[src/rtl/wb_arbiter_if.sv]
// Bus bundle between the core, the multi-cycle unit (B) and the
// register-file write port served by wb_arbiter.
interface wb_arbiter_if;
  // Requester A: in-order single-cycle datapath
  logic        a_valid;
  logic [4:0]  a_rd;
  logic [31:0] a_data;
  // Requester B: multi-cycle unit / slow load return
  logic        b_valid;
  logic        b_ready;
  logic [4:0]  b_rd;
  logic [31:0] b_data;
  // Register-file write port
  logic        rf_wr_en;
  logic [4:0]  rf_rd_addr;
  logic [31:0] rf_wr_data;
  // Core control / hazard information
  logic        stall_a;
  logic [31:0] busy_mask;

  // Arbiter side
  modport slave (
    input  a_valid, a_rd, a_data,
    input  b_valid, b_rd, b_data,
    output b_ready,
    output rf_wr_en, rf_rd_addr, rf_wr_data,
    output stall_a, busy_mask
  );

  // Requester / environment side
  modport master (
    output a_valid, a_rd, a_data,
    output b_valid, b_rd, b_data,
    input  b_ready,
    input  rf_wr_en, rf_rd_addr, rf_wr_data,
    input  stall_a, busy_mask
  );
endinterface

[src/rtl/wb_arbiter.sv]
// Write-back arbiter for the single RV32I register-file write port.
// A (core) has fixed priority and never waits; B results are buffered in a
// small FIFO, tracked in busy_mask, killed when a newer A write to the same
// rd retires (WAW), and forced through with a one-cycle stall_a when the
// head has been starved for STARVE_LIMIT cycles.
module wb_arbiter #(
  parameter int DEPTH        = 2,
  parameter int STARVE_LIMIT = 8
) (
  input  logic        clk,
  input  logic        rst_n,
  wb_arbiter_if.slave bus
);

  localparam int AW = (DEPTH > 1) ? $clog2(DEPTH) : 1;
  localparam int CW = $clog2(DEPTH + 1);
  localparam int SW = $clog2(STARVE_LIMIT + 1);

  localparam logic [CW-1:0] DEPTH_C = CW'(DEPTH);
  localparam logic [SW-1:0] LIMIT_C = SW'(STARVE_LIMIT);

  typedef enum logic [1:0] {
    GNT_IDLE = 2'd0,
    GNT_A    = 2'd1,
    GNT_B    = 2'd2
  } grant_e;

  // FIFO storage and bookkeeping
  logic [4:0]    rd_q   [DEPTH];
  logic [31:0]   data_q [DEPTH];
  logic [DEPTH-1:0] live_q, live_d;
  logic [AW-1:0] rd_ptr_q, rd_ptr_d;
  logic [AW-1:0] wr_ptr_q, wr_ptr_d;
  logic [CW-1:0] count_q, count_d;
  logic [SW-1:0] starve_q, starve_d;

  // Decoded control
  logic          head_valid_s;
  logic          head_live_s;
  logic          stall_s;
  logic          a_fire_s;
  logic          b_ready_s;
  logic          push_s;
  logic          pop_s;
  logic          kill_in_s;
  grant_e        grant_s;
  logic          wr_en_s;
  logic [4:0]    wr_addr_s;
  logic [31:0]   wr_data_s;
  logic [31:0]   busy_mask_s;

  // Head status, starvation stall and A fire, all from registered state
  always_comb begin
    head_valid_s = (count_q != {CW{1'b0}});
    head_live_s  = head_valid_s & live_q[rd_ptr_q];
    stall_s      = rst_n & head_live_s & (starve_q == LIMIT_C);
    a_fire_s     = rst_n & bus.a_valid & ~stall_s & (bus.a_rd != 5'd0);
    b_ready_s    = rst_n & (count_q < DEPTH_C);
    push_s       = bus.b_valid & b_ready_s;
    kill_in_s    = a_fire_s & (bus.b_rd == bus.a_rd);
  end

  // Grant selection and head pop decision
  always_comb begin
    grant_s = GNT_IDLE;
    pop_s   = 1'b0;
    if (!rst_n) begin
      grant_s = GNT_IDLE;
      pop_s   = 1'b0;
    end else if (stall_s) begin
      grant_s = GNT_B;
      pop_s   = 1'b1;
    end else if (a_fire_s) begin
      // a dead head is discarded underneath the A write
      grant_s = GNT_A;
      pop_s   = head_valid_s & ~head_live_s;
    end else if (head_valid_s) begin
      grant_s = head_live_s ? GNT_B : GNT_IDLE;
      pop_s   = 1'b1;
    end else begin
      grant_s = GNT_IDLE;
      pop_s   = 1'b0;
    end
  end

  // Write-port mux driven by the grant
  always_comb begin
    wr_en_s   = 1'b0;
    wr_addr_s = 5'd0;
    wr_data_s = 32'd0;
    case (grant_s)
      GNT_A: begin
        wr_en_s   = 1'b1;
        wr_addr_s = bus.a_rd;
        wr_data_s = bus.a_data;
      end
      GNT_B: begin
        wr_en_s   = 1'b1;
        wr_addr_s = rd_q[rd_ptr_q];
        wr_data_s = data_q[rd_ptr_q];
      end
      default: begin
        wr_en_s   = 1'b0;
        wr_addr_s = 5'd0;
        wr_data_s = 32'd0;
      end
    endcase
  end

  // Next live bits: WAW kill, clear on pop, set on push
  always_comb begin
    live_d = live_q;
    for (int i = 0; i < DEPTH; i++) begin
      if (a_fire_s && (rd_q[i] == bus.a_rd)) begin
        live_d[i] = 1'b0;
      end else begin
        live_d[i] = live_d[i];
      end
      if (pop_s && (rd_ptr_q == AW'(i))) begin
        live_d[i] = 1'b0;
      end else begin
        live_d[i] = live_d[i];
      end
      // the write slot is always free when a push is accepted
      if (push_s && (wr_ptr_q == AW'(i))) begin
        live_d[i] = (bus.b_rd != 5'd0) & ~kill_in_s;
      end else begin
        live_d[i] = live_d[i];
      end
    end
  end

  // Pointer and occupancy next state; pointers wrap modulo DEPTH
  always_comb begin
    rd_ptr_d = pop_s  ? (rd_ptr_q + AW'(1)) : rd_ptr_q;
    wr_ptr_d = push_s ? (wr_ptr_q + AW'(1)) : wr_ptr_q;
    case ({push_s, pop_s})
      2'b10:   count_d = count_q + CW'(1);
      2'b01:   count_d = count_q - CW'(1);
      default: count_d = count_q;
    endcase
  end

  // Starve counter: counts only while a live head is passed over by A
  always_comb begin
    starve_d = {SW{1'b0}};
    if (head_live_s && a_fire_s) begin
      if (starve_q == LIMIT_C) begin
        starve_d = starve_q;
      end else begin
        starve_d = starve_q + SW'(1);
      end
    end else begin
      starve_d = {SW{1'b0}};
    end
  end

  // Pending-destination mask over live entries; x0 is never busy
  always_comb begin
    busy_mask_s = 32'd0;
    for (int i = 0; i < DEPTH; i++) begin
      if (live_q[i]) begin
        busy_mask_s[rd_q[i]] = 1'b1;
      end else begin
        busy_mask_s = busy_mask_s;
      end
    end
    busy_mask_s[0] = 1'b0;
    if (!rst_n) begin
      busy_mask_s = 32'd0;
    end else begin
      busy_mask_s = busy_mask_s;
    end
  end

  // Control state registers with synchronous active-low reset
  always_ff @(posedge clk) begin
    if (!rst_n) begin
      live_q   <= {DEPTH{1'b0}};
      rd_ptr_q <= {AW{1'b0}};
      wr_ptr_q <= {AW{1'b0}};
      count_q  <= {CW{1'b0}};
      starve_q <= {SW{1'b0}};
    end else begin
      live_q   <= live_d;
      rd_ptr_q <= rd_ptr_d;
      wr_ptr_q <= wr_ptr_d;
      count_q  <= count_d;
      starve_q <= starve_d;
    end
  end

  // FIFO payload storage, written on accepted B pushes
  always_ff @(posedge clk) begin
    if (!rst_n) begin
      for (int i = 0; i < DEPTH; i++) begin
        rd_q[i]   <= 5'd0;
        data_q[i] <= 32'd0;
      end
    end else if (push_s) begin
      rd_q[wr_ptr_q]   <= bus.b_rd;
      data_q[wr_ptr_q] <= bus.b_data;
    end
  end

  assign bus.b_ready    = b_ready_s;
  assign bus.stall_a    = stall_s;
  assign bus.rf_wr_en   = wr_en_s;
  assign bus.rf_rd_addr = wr_addr_s;
  assign bus.rf_wr_data = wr_data_s;
  assign bus.busy_mask  = busy_mask_s;

endmodule
[src/flat_wrapper.sv]
// flat-port wrapper written by rule: the top's interface ports become plain ports
module wb_arbiter_flat 
#(
  parameter int DEPTH        = 2,
  parameter int STARVE_LIMIT = 8
)
  (clk, rst_n, bus_a_valid, bus_a_rd, bus_a_data, bus_b_valid, bus_b_rd, bus_b_data, bus_b_ready, bus_rf_wr_en, bus_rf_rd_addr, bus_rf_wr_data, bus_stall_a, bus_busy_mask);
  wb_arbiter_if bus_i ();
  input  logic clk;
  input  logic rst_n;
  input wire logic [$bits(bus_i.a_valid)-1:0] bus_a_valid;
  input wire logic [$bits(bus_i.a_rd)-1:0] bus_a_rd;
  input wire logic [$bits(bus_i.a_data)-1:0] bus_a_data;
  input wire logic [$bits(bus_i.b_valid)-1:0] bus_b_valid;
  input wire logic [$bits(bus_i.b_rd)-1:0] bus_b_rd;
  input wire logic [$bits(bus_i.b_data)-1:0] bus_b_data;
  output wire logic [$bits(bus_i.b_ready)-1:0] bus_b_ready;
  output wire logic [$bits(bus_i.rf_wr_en)-1:0] bus_rf_wr_en;
  output wire logic [$bits(bus_i.rf_rd_addr)-1:0] bus_rf_rd_addr;
  output wire logic [$bits(bus_i.rf_wr_data)-1:0] bus_rf_wr_data;
  output wire logic [$bits(bus_i.stall_a)-1:0] bus_stall_a;
  output wire logic [$bits(bus_i.busy_mask)-1:0] bus_busy_mask;
  assign bus_i.a_valid = bus_a_valid;
  assign bus_i.a_rd = bus_a_rd;
  assign bus_i.a_data = bus_a_data;
  assign bus_i.b_valid = bus_b_valid;
  assign bus_i.b_rd = bus_b_rd;
  assign bus_i.b_data = bus_b_data;
  assign bus_b_ready = bus_i.b_ready;
  assign bus_rf_wr_en = bus_i.rf_wr_en;
  assign bus_rf_rd_addr = bus_i.rf_rd_addr;
  assign bus_rf_wr_data = bus_i.rf_wr_data;
  assign bus_stall_a = bus_i.stall_a;
  assign bus_busy_mask = bus_i.busy_mask;
  wb_arbiter #(.DEPTH(DEPTH), .STARVE_LIMIT(STARVE_LIMIT)) u_core (.clk(clk), .rst_n(rst_n), .bus(bus_i));
endmodule
[config.mk]
export PLATFORM = sky130hd
export DESIGN_NAME = wb_arbiter_flat
export DESIGN_NICKNAME = d
export VERILOG_FILES = /design/src/rtl/wb_arbiter_if.sv /design/src/rtl/wb_arbiter.sv /design/src/flat_wrapper.sv
export SDC_FILE = /design/constraint.sdc
export NUM_CORES = 1
export LEC_CHECK = 0
export ABC_AREA = 1
export BUFFER_PORTS_ARGS = -buffer_cell sky130_fd_sc_hd__buf_4
export CAP_MARGIN = 20
export CORE_MARGIN = 2
export CORE_UTILIZATION = 46
export CTS_BUF_LIST = sky130_fd_sc_hd__clkbuf_4
export DETAILED_ROUTE_END_ITERATION = 8
export GPL_TIMING_DRIVEN = 0
export MAX_ROUTING_LAYER = met4
export PLACE_DENSITY_LB_ADDON = 0.25
export SLEW_MARGIN = 20
export SYNTH_ARGS = -nofsm -noshare
export SYNTH_HDL_FRONTEND = slang
export SYNTH_SLANG_ARGS = --single-unit
[constraint.sdc]
create_clock -name clk -period 6 [get_ports clk]
set_clock_uncertainty 0.15 [all_clocks]
set_input_delay 0.3 -clock clk [delete_from_list [all_inputs] [get_ports clk]]
set_output_delay 0.3 -clock clk [all_outputs]
set_load 0.005 [all_outputs]
After elaboration in Yosys (flattened, before gate mapping)
Memories as Yosys holds them, arrays and structs flattened. A register that Yosys moved wholly into a read port is not among the register bits.
Cells that the tools add are included.
{"block": "classes", "addsub": 5, "n_lt_le_gt_ge": 6, "eq_ne": 8, "muxes": 42, "bitwise_logic": 17, "reduce_logical": 19}
{"cell": "32-bit 2-to-1 mux", "count": 4}
{"cell": "32-bit case mux with 2 select lines", "count": 1}
{"cell": "32-bit bitwise OR", "count": 1}
{"cell": "32-bit OR reduction", "count": 1}
{"cell": "1-bit 2-to-1 mux", "count": 27}
{"cell": "5-bit equality test", "count": 3}
{"cell": "5-bit by 6-bit less-than comparator with 1-bit output (second input constant)", "count": 2}
{"cell": "1-bit bitwise AND", "count": 11}
{"cell": "1-bit demux with 5-bit select", "count": 2}
{"cell": "5-bit by 1-bit >= comparator with 1-bit output (second input constant)", "count": 2}
{"cell": "2-bit 2-to-1 mux", "count": 5}
{"cell": "5-bit case mux with 2 select lines", "count": 1}
{"cell": "5-bit nonzero test", "count": 2}
{"cell": "1-bit logical AND", "count": 9}
{"cell": "3-bit nonzero test", "count": 2}
{"cell": "5-bit 2-to-1 mux", "count": 1}
{"cell": "1-bit inverter", "count": 5}
{"cell": "5-bit OR reduction", "count": 1}
{"cell": "4-bit by 1-bit adder with 4-bit output (second input constant)", "count": 1}
{"cell": "2-bit by 1-bit equality test with 1-bit output (second input constant)", "count": 2}
{"cell": "2-bit equality test (second input constant)", "count": 2}
{"cell": "4-bit equality test (second input constant)", "count": 1}
{"cell": "2-bit case mux with 2 select lines", "count": 1}
{"cell": "2-bit nonzero test", "count": 2}
{"cell": "other kinds (7)", "count": 8}
{"block": "word_totals", "reg_bits": 10, "ramBits": 74, "in_bits": 78, "output_inout_bits": 72, "wordCells": 105, "memories": 2}
{"name": "u_core.data_q", "depth": 2, "width": 32, "rd": 1, "rd_ports_with_merged_regs": 1, "write_ports": 2, "line": "wb_arbiter.sv:30", "source": "logic [31:0] data_q [DEPTH];"}
{"name": "u_core.rd_q", "depth": 2, "width": 5, "rd": 3, "rd_ports_with_merged_regs": 1, "write_ports": 2, "line": "wb_arbiter.sv:29", "source": "logic [4:0] rd_q [DEPTH];"}

Logic depth before layout (Yosys ltp)
{"block": "logic_depth", "depth_word": 14, "depth_mapped": 14, "depth_no_buf": 13}

Worst setup path after synthesis
No wires, ideal clock.
{"block": "synth_path", "path_kind": "input -> output", "start": "input port bus_a_rd[3]", "end": "output port bus_rf_wr_data[0]", "arrival_ns": 1.943, "required_time_ns": 5.550, "setup_slack_ns": 3.607, "path_stages": 12, "n_path_buf": 3, "path_cell_list": "clkbuf_2 nor2_1 nand3_1 nand2_1 inv_1 o21ai_0 ha_1 buf_2 clkbuf_1 o21a_1 o21ai_0 a21oi_1"}
{"block": "synth_between", "elab_chain_len": 7}
{"item": "start, declared", "line": "flat_wrapper.sv:12", "source": "input wire logic [$bits(bus_i.a_rd)-1:0] bus_a_rd;"}
{"item": "5-bit nonzero test (*)", "line": "wb_arbiter.sv:57", "source": "a_fire_s = rst_n & bus.a_valid & ~stall_s & (bus.a_rd != 5'd0);"}
{"item": "1-bit bitwise AND (*)", "line": "wb_arbiter.sv:57"}
{"item": "2-bit 2-to-1 mux (*)", "line": "wb_arbiter.sv:73", "source": "end else if (a_fire_s) begin"}
{"item": "2-bit 2-to-1 mux (*)", "line": "wb_arbiter.sv:70", "source": "end else if (stall_s) begin"}
{"item": "2-bit 2-to-1 mux (*)", "line": "wb_arbiter.sv:67", "source": "if (!rst_n) begin"}
{"item": "2-bit equality test or 2-bit by 1-bit equality test with 1-bit output (tied branches)", "line": "wb_arbiter.sv:91", "source": "case (grant_s)"}
{"item": "32-bit case mux with 2 select lines (*)", "line": "wb_arbiter.sv:91"}
{"item": "end, declared", "line": "flat_wrapper.sv:20", "source": "output wire logic [$bits(bus_i.rf_wr_data)-1:0] bus_rf_wr_data;"}
Every way passes the cells marked *; elsewhere a longest branch is shown, timed or not.

Final worst setup path
{"block": "layout_path", "start": "register u_core.starve_q[0]", "end": "output port bus_rf_rd_addr[0]"}
{"block": "layout_between", "elab_chain_len": 10}
{"item": "start, declared", "line": "wb_arbiter.sv:35", "source": "logic [SW-1:0] starve_q, starve_d;"}
{"item": "start signal, assigned", "line": "wb_arbiter.sv:183", "source": "starve_q <= {SW{1'b0}};"}
{"item": "start signal, assigned", "line": "wb_arbiter.sv:189", "source": "starve_q <= starve_d;"}
{"item": "4-bit equality test (*)", "line": "wb_arbiter.sv:56", "source": "stall_s = rst_n & head_live_s & (starve_q == LIMIT_C);"}
{"item": "1-bit bitwise AND (*)", "line": "wb_arbiter.sv:56"}
{"item": "1-bit inverter", "line": "wb_arbiter.sv:57"}
{"item": "1-bit bitwise AND (2 in series)", "line": "wb_arbiter.sv:57"}
{"item": "2-bit 2-to-1 mux", "line": "wb_arbiter.sv:73"}
{"item": "2-bit 2-to-1 mux (*)", "line": "wb_arbiter.sv:70"}
{"item": "2-bit 2-to-1 mux (*)", "line": "wb_arbiter.sv:67"}
{"item": "2-bit equality test or 2-bit by 1-bit equality test with 1-bit output (tied branches)", "line": "wb_arbiter.sv:91"}
{"item": "5-bit case mux with 2 select lines (*)", "line": "wb_arbiter.sv:91"}
{"item": "end, declared", "line": "flat_wrapper.sv:19", "source": "output wire logic [$bits(bus_i.rf_rd_addr)-1:0] bus_rf_rd_addr;"}
Marks and branches as above.

==> impl_metrics.env <==
export IMPL_status="finished, final reports clean"
export IMPL_synth_top_cell_by_area="edfxtp_1"
export IMPL_seq_area_frac_synth_pct=47.1
export IMPL_yosys_top_cells_area="edfxtp_1, nor2_1, nand2_1"
export IMPL_path_class="reg2out"
export IMPL_cpMostUsedCell="ha_1"
export IMPL_min_path_cells=3
export IMPL_max_freq_mhz=276
export IMPL_post_cts_buffers=0
export IMPL_maxCapViolCount=0
export IMPL_slowest_delay_ns=0.51
export IMPL_yosys_warnings=0
export IMPL_fillCellCount=961
export IMPL_cp_max_fo=10
export IMPL_rr_endpoint="u_core.count_q[1]"
export IMPL_final_hold_viol_count=0
export IMPL_drtIter0Drc=349
export IMPL_clk_latency_ns=0.44
export IMPL_leakage_nw=2.85
export IMPL_drt_wl_total_um=14500
export IMPL_endpoint_kind="primary output"
export IMPL_syn_instance_count=627
export IMPL_numPortBuffers=145
export IMPL_initial_core_util_pct=47.4
export IMPL_final_cell_mix="buf_4, nor2_1, nand2_1"
export IMPL_grt_max_degree=24
export IMPL_reg2reg_slack_ns=3.63
export IMPL_post_route_util_pct=61.4
export IMPL_tritoncts="built"
export IMPL_crit_path_top_delay_cell="buf_1"
export IMPL_fin_crit_ns=3.63
export IMPL_vias_per_cell=5.20
export IMPL_antenna_found_initial=0
export IMPL_core_area_sq_um=10900
export IMPL_gp_congestion=0.919
export IMPL_grt_pass1_vias=4645
export IMPL_postRouteAntennaNets=0
export IMPL_post_dp_cell_area_sq_um=6500
export IMPL_cts_reportedPaths_clkPinSlew_ns=0.15
export IMPL_dp_hpwl_um=11000
export IMPL_syn_area_per_cell_sq_um=8.26
export IMPL_fin_area_sq_um=6710
export IMPL_worstPathCellList="inv_1 -> ha_1 -> nand3_1 -> nand3b_1 -> o21ai_0 -> ha_1 -> clkbuf_1 -> buf_1 -> a21oi_1 -> buf_4"
export IMPL_netlist_area_sq_um=5180
export IMPL_ys_ff_latch=85
export IMPL_vias=4876
export IMPL_slew_headroom_pct=34.3
export IMPL_min_from="bus_b_data[25]"
export IMPL_cts_htree_levels=3
export IMPL_diodes=0
export IMPL_drc=0
export IMPL_die_h_um=110
export IMPL_slew_viol_final=0
export IMPL_ys_types=32
export IMPL_vdd_ir_drop_max_mv=0.115
export IMPL_min_to="u_core.data_q[0][25]"
export IMPL_drive_above_1_share_pct=26.0
export IMPL_dr_pass1_iters=5
export IMPL_hp_class="in2reg"
export IMPL_fin_hold_ws_ns=0.0150
export IMPL_worst_slew_pin_slew_ns=0.978
export IMPL_setup_violations=0
export IMPL_cp_required_ns=5.55
export IMPL_grt_pass1_wl_um=22900
export IMPL_cts_buffers=9
export IMPL_crit_start="u_core.starve_q[0]"
export IMPL_nets=877
export IMPL_wl_per_cell_um=15.5
export IMPL_final_common_cell="buf_4"
export IMPL_num_io_pins=150
export IMPL_tns_ns=0
export IMPL_rows=38
export IMPL_cellPowerDensity_nw_per_um2=220
export IMPL_die_area_sq_um=12100
export IMPL_r2r_cells=12
export IMPL_synth_nets=712
export IMPL_setup_worst_path_start_class="flip-flop"
export IMPL_cts_path_max_buffers=2
export IMPL_period_share_pct=60.5
export IMPL_overflow=0
export IMPL_die_x_um=110
export IMPL_cts_sinks=85
export IMPL_r2r_start="u_core.starve_q[0]"
export IMPL_yosysTopAreaCellShare_pct=42.9
export IMPL_rsz0062_at_grt="no"
export IMPL_critPathArrivalTime_ns=3.18
export IMPL_clockRootBuffer="clkbuf_4"
export IMPL_grt_use_total_pct=25.7
export IMPL_area_delta_synth_final_pct=29.6
==> worst max-delay path, delay by kind of cell, from the launching register on <==
family / cells / cell delay [ns]
buffers and inverters: 4 / 1.22
adder cells (fa/ha/maj): 2 / 0.52
flip-flops: 1 / 0.41
AND/OR/NAND/NOR: 2 / 0.31
AO/OA/AOI/OAI: 2 / 0.28
==> cell type report <==
class / instances / area [sq um] / area share (%)
Sequential cell: 85 / 2440 / 36.4
Inverter: 70 / 263 / 3.91
Buffer: 39 / 204 / 3.04
Multi-Input combinational cell: 433 / 2280 / 33.9
Clock inverter: 7 / 80.1 / 1.19
Timing Repair Buffer: 154 / 1210 / 18.0
Tap cell: 140 / 175 / 2.61
Clock buffer: 9 / 67.6 / 1.01
==> registers in the layout, summed over array words and instances (netlist names), named ones only <==
| register | cells |
|---|---|
| u_core.count_q | 2 |
| u_core.data_q | 64 |
| u_core.live_q | 2 |
| u_core.rd_ptr_q | 1 |
| u_core.rd_q | 10 |
| u_core.starve_q | 4 |
| u_core.wr_ptr_q | 1 |
==> timing repair <==
item,in CTS,in global routing
endpoints found under the hold margin,7,0
hold buffers,7,0
resized for setup,0,0
==> power by group <==
group          total, W  switching [W]  leakage (nW)  internal (W)
clock network  0.000345       0.000211        0.0792      0.000134
registers      0.000742      0.0000296         0.864      0.000712
logic          0.000392       0.000261          1.91      0.000132
total           0.00148       0.000501          2.85      0.000977
==> kinds of logic (layout without fill, tap and decap cells) <==
logic type,after synthesis,after routing,share of synthesized area (%)
flops,85,85,47.1
buf+inv,109,279,9.01
compound gates,144,144,16.1
fa+ha+maj,7,7,1.69
other cells,1,1,0.0724
simple gates,267,267,23.6
xor+xnor,14,14,2.37
==> synth_stat cells, drive strengths merged <==
cell type and n:
a21oi 65, a22oi 8, buf 17, clkbuf 22, conb 1, dfxtp 11, edfxtp 74, ha 7
inv 70, nand2 96, nand3 18, nand3b 1, nand4 6, nor2 125, nor3 21, o211ai 5
o21a 32, o21ai 34, xnor2 11, xor2 3
==> metal layers <==
layer,vias up,share of wire [%],routed length (um),global-route usage [%]
li1,2405,-,-,-
met2,171,50,7230,43.6
met1,2266,41,6030,31.3
met3,34,5.6,809,2.59
met5,-,0,0,-
met4,0,3.3,478,10.9
==> worst max path at each step <==
stage | depth (start not counted) | endpoint | slack, ns
after floorplan | 12 | bus_rf_wr_data[0] | 3.61
after CTS | 10 | bus_rf_rd_addr[0] | 2.37
final | 10 | bus_rf_rd_addr[0] | 2.37
after detailed placement | 10 | bus_rf_rd_addr[0] | 2.89
after global routing | 11 | bus_rf_rd_addr[0] | 2.21
after global placement | 10 | bus_rf_rd_addr[1] | 2.95
==> per-stage QoR <==
stage | setup WS (ns) | cells | power, W
6_report | 2.37 | 937 | 0.00148
3_3_place_gp | 2.95 | 912 | 0.00112
4_1_cts | 2.37 | 937 | 0.00148
5_1_grt | 2.21 | 937 | 0.00156
3_5_place_dp | 2.89 | 914 | 0.00114
2_1_floorplan | 3.61 | 627 | 0.000987
No activity file was read; power rests on OpenSTA's default activity.
